[config.mk]
export PLATFORM = sky130hd
export DESIGN_NAME = dma_copy_engine_flat
export DESIGN_NICKNAME = d
export VERILOG_FILES = /design/src/rtl/dma_copy_engine_if.sv /design/src/rtl/dma_copy_engine.sv /design/src/flat_wrapper.sv
export SDC_FILE = /design/constraint.sdc
export NUM_CORES = 1
export LEC_CHECK = 0
export BUFFER_PORTS_ARGS = -buffer_cell sky130_fd_sc_hd__buf_4
export CORE_ASPECT_RATIO = 1.5
export CORE_UTILIZATION = 57
export CTS_CLUSTER_DIAMETER = 50
export CTS_CLUSTER_SIZE = 10
export DETAILED_ROUTE_END_ITERATION = 16
export PLACE_DENSITY_LB_ADDON = 0.3
export SYNTH_ARGS = -nofsm -noshare
export SYNTH_HDL_FRONTEND = slang
export SYNTH_SLANG_ARGS = --single-unit
[constraint.sdc]
create_clock -name CLK -period 7.5 [get_ports CLK]
set_clock_uncertainty 0.2 [all_clocks]
set_input_delay 1.125 -clock CLK [delete_from_list [all_inputs] [get_ports CLK]]
set_output_delay 1.125 -clock CLK [all_outputs]
set_load 0.01 [all_outputs]
[src/rtl/dma_copy_engine_if.sv]
// Single-cycle memory-mapped bus between an initiator and a slave.
// The slave must return RD combinationally for the current A.
interface dma_copy_engine_if;
  logic [31:0] A;
  logic        WE;
  logic [31:0] WD;
  logic [31:0] RD;

  modport master (output A, output WE, output WD, input RD);
  modport slave  (input A, input WE, input WD, output RD);
endinterface

[src/rtl/dma_copy_engine.sv]
// Word-copy DMA initiator: a READ/WRITE pair per word over a single-cycle bus.
// Source and destination may each be held fixed, which allows a peripheral
// register to be streamed to RAM or RAM to be streamed to a peripheral.
module dma_copy_engine #(
  parameter int LEN_W = 16
) (
  input  logic             CLK,
  input  logic             reset,
  input  logic             start,
  input  logic [31:0]      srcAddr,
  input  logic [31:0]      dstAddr,
  input  logic [LEN_W-1:0] len,
  input  logic             srcFixed,
  input  logic             dstFixed,
  input  logic             abort,
  input  logic             irqClear,
  output logic             busy,
  output logic             done,
  output logic             dmaIRQ,
  output logic [LEN_W-1:0] wordsLeft,
  dma_copy_engine_if.master bus
);

  typedef enum logic [1:0] {S_IDLE, S_READ, S_WRITE, S_DONE} state_t;

  state_t           r_state;
  state_t           w_next_state;
  logic [29:0]      r_src;
  logic [29:0]      r_dst;
  logic [LEN_W-1:0] r_count;
  logic             r_src_fixed;
  logic             r_dst_fixed;
  logic [31:0]      r_data;
  logic             r_irq;
  logic             w_enter_done;

  // Byte-offset bits of the programmed addresses carry no meaning.
  logic w_unused_addr_lsbs;
  assign w_unused_addr_lsbs = ^{srcAddr[1:0], dstAddr[1:0]};

  assign wordsLeft    = r_count;
  assign dmaIRQ       = r_irq;
  assign w_enter_done = (w_next_state == S_DONE) && (r_state != S_DONE);

  // State register; reset is asynchronous so the bus is released at once.
  always_ff @(posedge CLK or posedge reset) begin
    // NOTE: sequential state uses non-blocking assignments so every register
    // samples the pre-edge values regardless of statement order.
    if (reset) r_state <= S_IDLE;
    else       r_state <= w_next_state;
  end

  // Next-state decode: abort only matters while the bus is in use.
  always_comb begin
    // NOTE: default first so no path through the case leaves it unassigned
    // (which would infer a latch).
    w_next_state = r_state;
    case (r_state)
      S_IDLE:  if (start) w_next_state = (len == '0) ? S_DONE : S_READ;
      S_READ:  w_next_state = abort ? S_IDLE : S_WRITE;
      S_WRITE: begin
        if (abort)                         w_next_state = S_IDLE;
        else if (r_count == LEN_W'(1))     w_next_state = S_DONE;
        else                               w_next_state = S_READ;
      end
      S_DONE:  w_next_state = S_IDLE;
      default: w_next_state = S_IDLE;
    endcase
  end

  // Bus and status outputs; abort gates WE in the same cycle to avoid a partial write.
  always_comb begin
    busy   = (r_state != S_IDLE);
    done   = (r_state == S_DONE);
    bus.A  = '0;
    bus.WE = 1'b0;
    bus.WD = '0;
    case (r_state)
      S_READ:  bus.A = {r_src, 2'b00};
      S_WRITE: begin
        bus.A  = {r_dst, 2'b00};
        bus.WE = ~abort;
        bus.WD = r_data;
      end
      default: ;
    endcase
  end

  // Transfer datapath: parameter latch, read capture, word count and address stepping.
  always_ff @(posedge CLK or posedge reset) begin
    if (reset) begin
      r_src       <= '0;
      r_dst       <= '0;
      r_count     <= '0;
      r_src_fixed <= 1'b0;
      r_dst_fixed <= 1'b0;
      r_data      <= '0;
    end else begin
      case (r_state)
        S_IDLE: begin
          if (start) begin
            r_src       <= srcAddr[31:2];
            r_dst       <= dstAddr[31:2];
            r_count     <= len;
            r_src_fixed <= srcFixed;
            r_dst_fixed <= dstFixed;
          end
        end
        S_READ: begin
          r_data <= bus.RD;
          if (abort) r_count <= '0;
        end
        S_WRITE: begin
          if (abort) begin
            r_count <= '0;
          end else begin
            r_count <= r_count - LEN_W'(1);
            // 30-bit word addresses wrap modulo 2^30 on their own.
            if (!r_src_fixed) r_src <= r_src + 30'd1;
            if (!r_dst_fixed) r_dst <= r_dst + 30'd1;
          end
        end
        default: ;
      endcase
    end
  end

  // Sticky completion interrupt; a completion in the same cycle as a clear wins.
  always_ff @(posedge CLK or posedge reset) begin
    if (reset)             r_irq <= 1'b0;
    else if (w_enter_done) r_irq <= 1'b1;
    else if (irqClear)     r_irq <= 1'b0;
  end

endmodule

[src/flat_wrapper.sv]
// flat-port wrapper written by rule: the top's interface ports become plain ports
module dma_copy_engine_flat 
#(
  parameter int LEN_W = 16
)
  (CLK, reset, start, srcAddr, dstAddr, len, srcFixed, dstFixed, abort, irqClear, busy, done, dmaIRQ, wordsLeft, bus_A, bus_WE, bus_WD, bus_RD);
  dma_copy_engine_if bus_i ();
  input  logic CLK;
  input  logic reset;
  input  logic start;
  input  logic [31:0] srcAddr;
  input  logic [31:0] dstAddr;
  input  logic [LEN_W-1:0] len;
  input  logic srcFixed;
  input  logic dstFixed;
  input  logic abort;
  input  logic irqClear;
  output logic busy;
  output logic done;
  output logic dmaIRQ;
  output logic [LEN_W-1:0] wordsLeft;
  output wire logic [$bits(bus_i.A)-1:0] bus_A;
  output wire logic [$bits(bus_i.WE)-1:0] bus_WE;
  output wire logic [$bits(bus_i.WD)-1:0] bus_WD;
  input wire logic [$bits(bus_i.RD)-1:0] bus_RD;
  assign bus_A = bus_i.A;
  assign bus_WE = bus_i.WE;
  assign bus_WD = bus_i.WD;
  assign bus_i.RD = bus_RD;
  dma_copy_engine #(.LEN_W(LEN_W)) u_core (.CLK(CLK), .reset(reset), .start(start), .srcAddr(srcAddr), .dstAddr(dstAddr), .len(len), .srcFixed(srcFixed), .dstFixed(dstFixed), .abort(abort), .irqClear(irqClear), .busy(busy), .done(done), .dmaIRQ(dmaIRQ), .wordsLeft(wordsLeft), .bus(bus_i));
endmodule
# == After elaboration in Yosys (flattened, before gate mapping) ==
# Cells that the tools add are included.
# op_classes
bitwise_logic,1
addsub,3
reduce_logical,11
n_mux,23
eq_ne,11
# op_table
cell,n
2-to-1 mux 30 bit,6
case mux 30 bit (2 select lines),2
case mux 32 bit (2 select lines),1
"adder 30 x 1 -> 30 bit, second input constant",2
2-to-1 mux 16 bit,3
case mux 16 bit (3 select lines),1
2-to-1 mux 32 bit,1
"== test 16 x 1 -> 1 bit, second input constant",1
zero test 16 bit,1
"subtractor 16 x 1 -> 16 bit, second input constant",1
"!= test 2 bit, second input constant",6
2-to-1 mux 2 bit,5
case mux 2 bit (4 select lines),1
AND reduction 4 bit,2
"== test 2 bit, second input constant",3
nonzero test 2 bit,3
2-to-1 mux 1 bit,3
AND reduction 3 bit,1
nonzero test 3 bit,1
"== test 2 x 1 -> 1 bit, second input constant",1
zero test 2 bit,1
AND reduction 2 bit,1
logical AND 1 bit,1
inverter 1 bit,1
# totals
word_cells,57
output_inout_bits,84
regBits,113
inputBits,119

# == Longest topological paths before layout ==
# logic_depth
word_depth,7
mapped_depth,10
mapped_depth_nobuf,8

# == Worst setup path after synthesis ==
# Ideal clock, no wire load.
# synth_timing
kind,flip-flop to output port
startpoint,register u_core.r_state[0]
endpoint,output port bus_A[31]
path_slack_ns,4.226
required_time_ns,6.175
arrival_time_ns,1.949
path_buffers,4
stages_incl_launch_ff,9
cell_sequence,dfrtp_1 -> inv_1 -> ha_1 -> buf_2 -> clkbuf_1 -> clkbuf_1 -> buf_1 -> a22oi_1 -> nor2_1
# synth_between
elab_chain_len,2
elab_cells_between_ends,3
cone_classes,2 x eq/ne; 1 x mux
# synth_rtl
element,line_no,text
from (decl),dma_copy_engine.sv:26,state_t r_state;
from (signal assigned),dma_copy_engine.sv:50,else r_state <= w_next_state;
== test 2 bit / == test 2 x 1 -> 1 bit (equally long branches),dma_copy_engine.sv:78,case (r_state)
case mux 32 bit (2 select lines) (*),dma_copy_engine.sv:78,
to (decl),flat_wrapper.sv:22,output wire logic [$bits(bus_i.A)-1:0] bus_A;
# Mark *: on every way between the ends. The rest lies on a longest branch, timed or not.

# == Worst setup path in the final report ==
# layout_timing
startpoint,register u_core.r_state[0]
endpoint,output port bus_A[25]
# The elaborated chain is that of the path after synthesis.

==> impl_metrics.tcl <==
set metrics [dict create \
    swShare 0.434 \
    crit_buf_inv 3 \
    tritoncts "yes" \
    design_area_um2 9090 \
    critical_path_arrival_ps 2880 \
    grt_max_degree 75 \
    io_pins 203 \
    final.setup.tns_ps 0 \
    drt_wl_total_mm 20.9 \
    synth_edf_count 0 \
    critPathTopFamily "buffers and inverters" \
    p_total_mw 4.16 \
    via_per_inst 6.33 \
    grt-ovfl-total 0 \
    ant_nets 0 \
    layout-drive-gt1-share 0.300 \
    ys_warn_count 0 \
    synth.avg_cell_area_um2 8.78 \
    synthCells 793 \
    die-area_um2 12700 \
    cts_max_path_buffers 2 \
    placedInstanceArea_um2 8470 \
    fmax_ghz 0.238 \
    grt_antenna_before_repair 0 \
    start_util 0.582 \
    grt_first_pass_wirelength_mm 33.7 \
    diodes 0 \
    yosys_register_bits 113 \
    end_kind "primary output" \
    synth_area_leaders "dfrtp_1 (41%), mux2_2 (5.5%), a21oi_1 (5.4%)" \
    worstSkewPairLatency_ps 410 \
    die_w_um 92.2 \
    cp.required_ps 6170 \
    maxSlewHeadroom 0.275 \
    finalSetupViolCount 0 \
    hold_path.class "flip-flop to flip-flop" \
    grt_pass1_vias 7020 \
    comb_power_share 0.486 \
    drc 0 \
    cts_root_buf "clkbuf_16" \
    crit_fanout 74 \
    globalplace.congestion 0.899 \
    power_density_nw_per_um2 457 \
    cts_buffers 17 \
    ys.flop_type "dfrtp_1" \
    synth_most_common_cell "dfrtp_1" \
    startpoint "u_core.r_state[0]" \
    fin_crit_ps 4200 \
    synth.distinct_cells 58 \
    status "finished, final reports clean" \
    synth_common_cells "dfrtp_1 (113), a21oi_1 (75), nand2_1 (62)" \
    clk_pin_slew_ps 50 \
    p_clk_frac 0.203 \
    synthToLayoutAreaGrowth_pct 30.6 \
    timing.critical_path.slowest_cell_delay_ps 670 \
    path_cells "inv_1 > ha_4 > buf_4 > nand2_1 > a21oi_1 > buf_4" \
    ys_seq_area_frac 0.406 \
    hp-start "u_core.r_data[15]" \
    die_h_um 137 \
    place_hpwl_mm 14.4 \
    synthArstFlopShare 1.00 \
    finalHoldViolCount 0 \
    crit_type "flip-flop to primary output" \
    ctsHoldBuffers 0 \
    htree_levels 4 \
    cp_slowest_cell "buf_4" \
    p_int_mw 2.35 \
    p_leak_nw 4.01 \
    seqPwrFrac 0.310 \
    syn-cell-area_um2 6960 \
    period_share 0.560 \
    startpoint_type "flip-flop" \
    synth_top_area_frac 0.406 \
    first_iter_violations 684 \
    tightest_slew_ps 1090 \
    fin_nets 1085 \
    r2r-start "u_core.r_state[0]" \
    synth_top_area_cell "dfrtp_1" \
    maxSlewViolCount 0 \
    rsz0062_at_grt "no" \
    postCtsSetupRepairBufs 0 \
    core_area_um2 12000 \
    p_sw_mw 1.80 \
    drt_first_pass_iters 5 \
    dr_total_vias 7105 \
    fp-row-count 49 \
    wl_per_cell_um 18.6 \
    hold-worst-slack_ps 300 \
    peakVddDrop_mv 0.267 \
    cts_sinks 113 \
    grt_use_total 0.337 \
    cpMostUsedCell "buf_4" \
    io_buffers 196 \
    post_cts_resized 0 \
    maxCapViolations 0 \
]
[layer usage]
| metal | routed length, µm | global-route usage | share of wire |
|---|---|---|---|
| met5 | 0 | 0 | 0 |
| met4 | 913 | 0.182 | 0.044 |
| met3 | 1640 | 0.0789 | 0.079 |
| met2 | 10600 | 0.567 | 0.51 |
| met1 | 7730 | 0.398 | 0.37 |
[layout make-up]
class / count / area [µm²]
clock inverters: 14 / 183
repair buffers: 205 / 1540
inverters: 22 / 85.1
flip-flops and latches: 113 / 2830
well taps: 153 / 191
multi-input cells: 598 / 3820
fillers: 890 / 2870
clock buffers: 18 / 439
[placed cells by master (no fill, tap or decap), types with 17 or more instances in the layout]
cell type / n
nand3_1: 32
clkbuf_16: 17
inv_1: 20
a21oi_1: 75
a22oi_1: 31
mux2_2: 34
and2_1: 36
o22ai_1: 30
dfrtp_1: 113
a2bb2oi_1: 21
nand2_1: 62
nand4_1: 22
o21ai_0: 54
buf_4: 205
nor2_1: 54
[power groups by stage]
stage | logic (mW) | clock network, mW | registers [mW]
5_1_grt | 2.23 | 0.874 | 1.33
2_1_floorplan | 1.45 | 0 | 1.16
3_5_place_dp | 1.99 | 0 | 1.28
4_1_cts | 2.01 | 0.851 | 1.27
3_3_place_gp | 1.93 | 0 | 1.26
6_report | 2.02 | 0.845 | 1.29
[worst paths after layout]
check	endpoint	slack, ps	cells past startpoint
min in group asynchronous	u_core.r_data[31]	550	2
min	u_core.r_data[15]	300	1
min reg2reg	u_core.r_data[15]	300	1
max in group asynchronous	u_core.r_data[26]	5170	3
max	bus_A[25]	3300	6
max reg2reg	u_core.r_dst[27]	3750	7
[logic make-up after synthesis]
family,share of synthesized area
AOI/OAI and AO/OA,0.237
adders and majority gates,0.0162
buffers and inverters,0.0473
DFF,0.406
muxes,0.0766
other,0.000539
and+or+nand+nor,0.216
[flip-flops by register name, summed over array words and instances, names as in the netlist]
| name | flops |
|---|---|
| u_core.wordsLeft | 16 |
| u_core.r_dst_fixed | 1 |
| u_core.r_src_fixed | 1 |
| u_core.r_data | 32 |
| u_core.r_state | 2 |
| u_core.r_dst | 30 |
| u_core.dmaIRQ | 1 |
| u_core.r_src | 30 |
[through the flow]
stage          setup slack, ps  cells   util
2_1_floorplan             3190    794      -
6_report                  3300   1123  0.760
4_1_cts                   3320   1123  0.760
3_3_place_gp              3750   1091  0.708
3_5_place_dp              3760   1091  0.708
5_1_grt                   3160   1123  0.760
No activity file was read; power rests on OpenSTA's default activity.
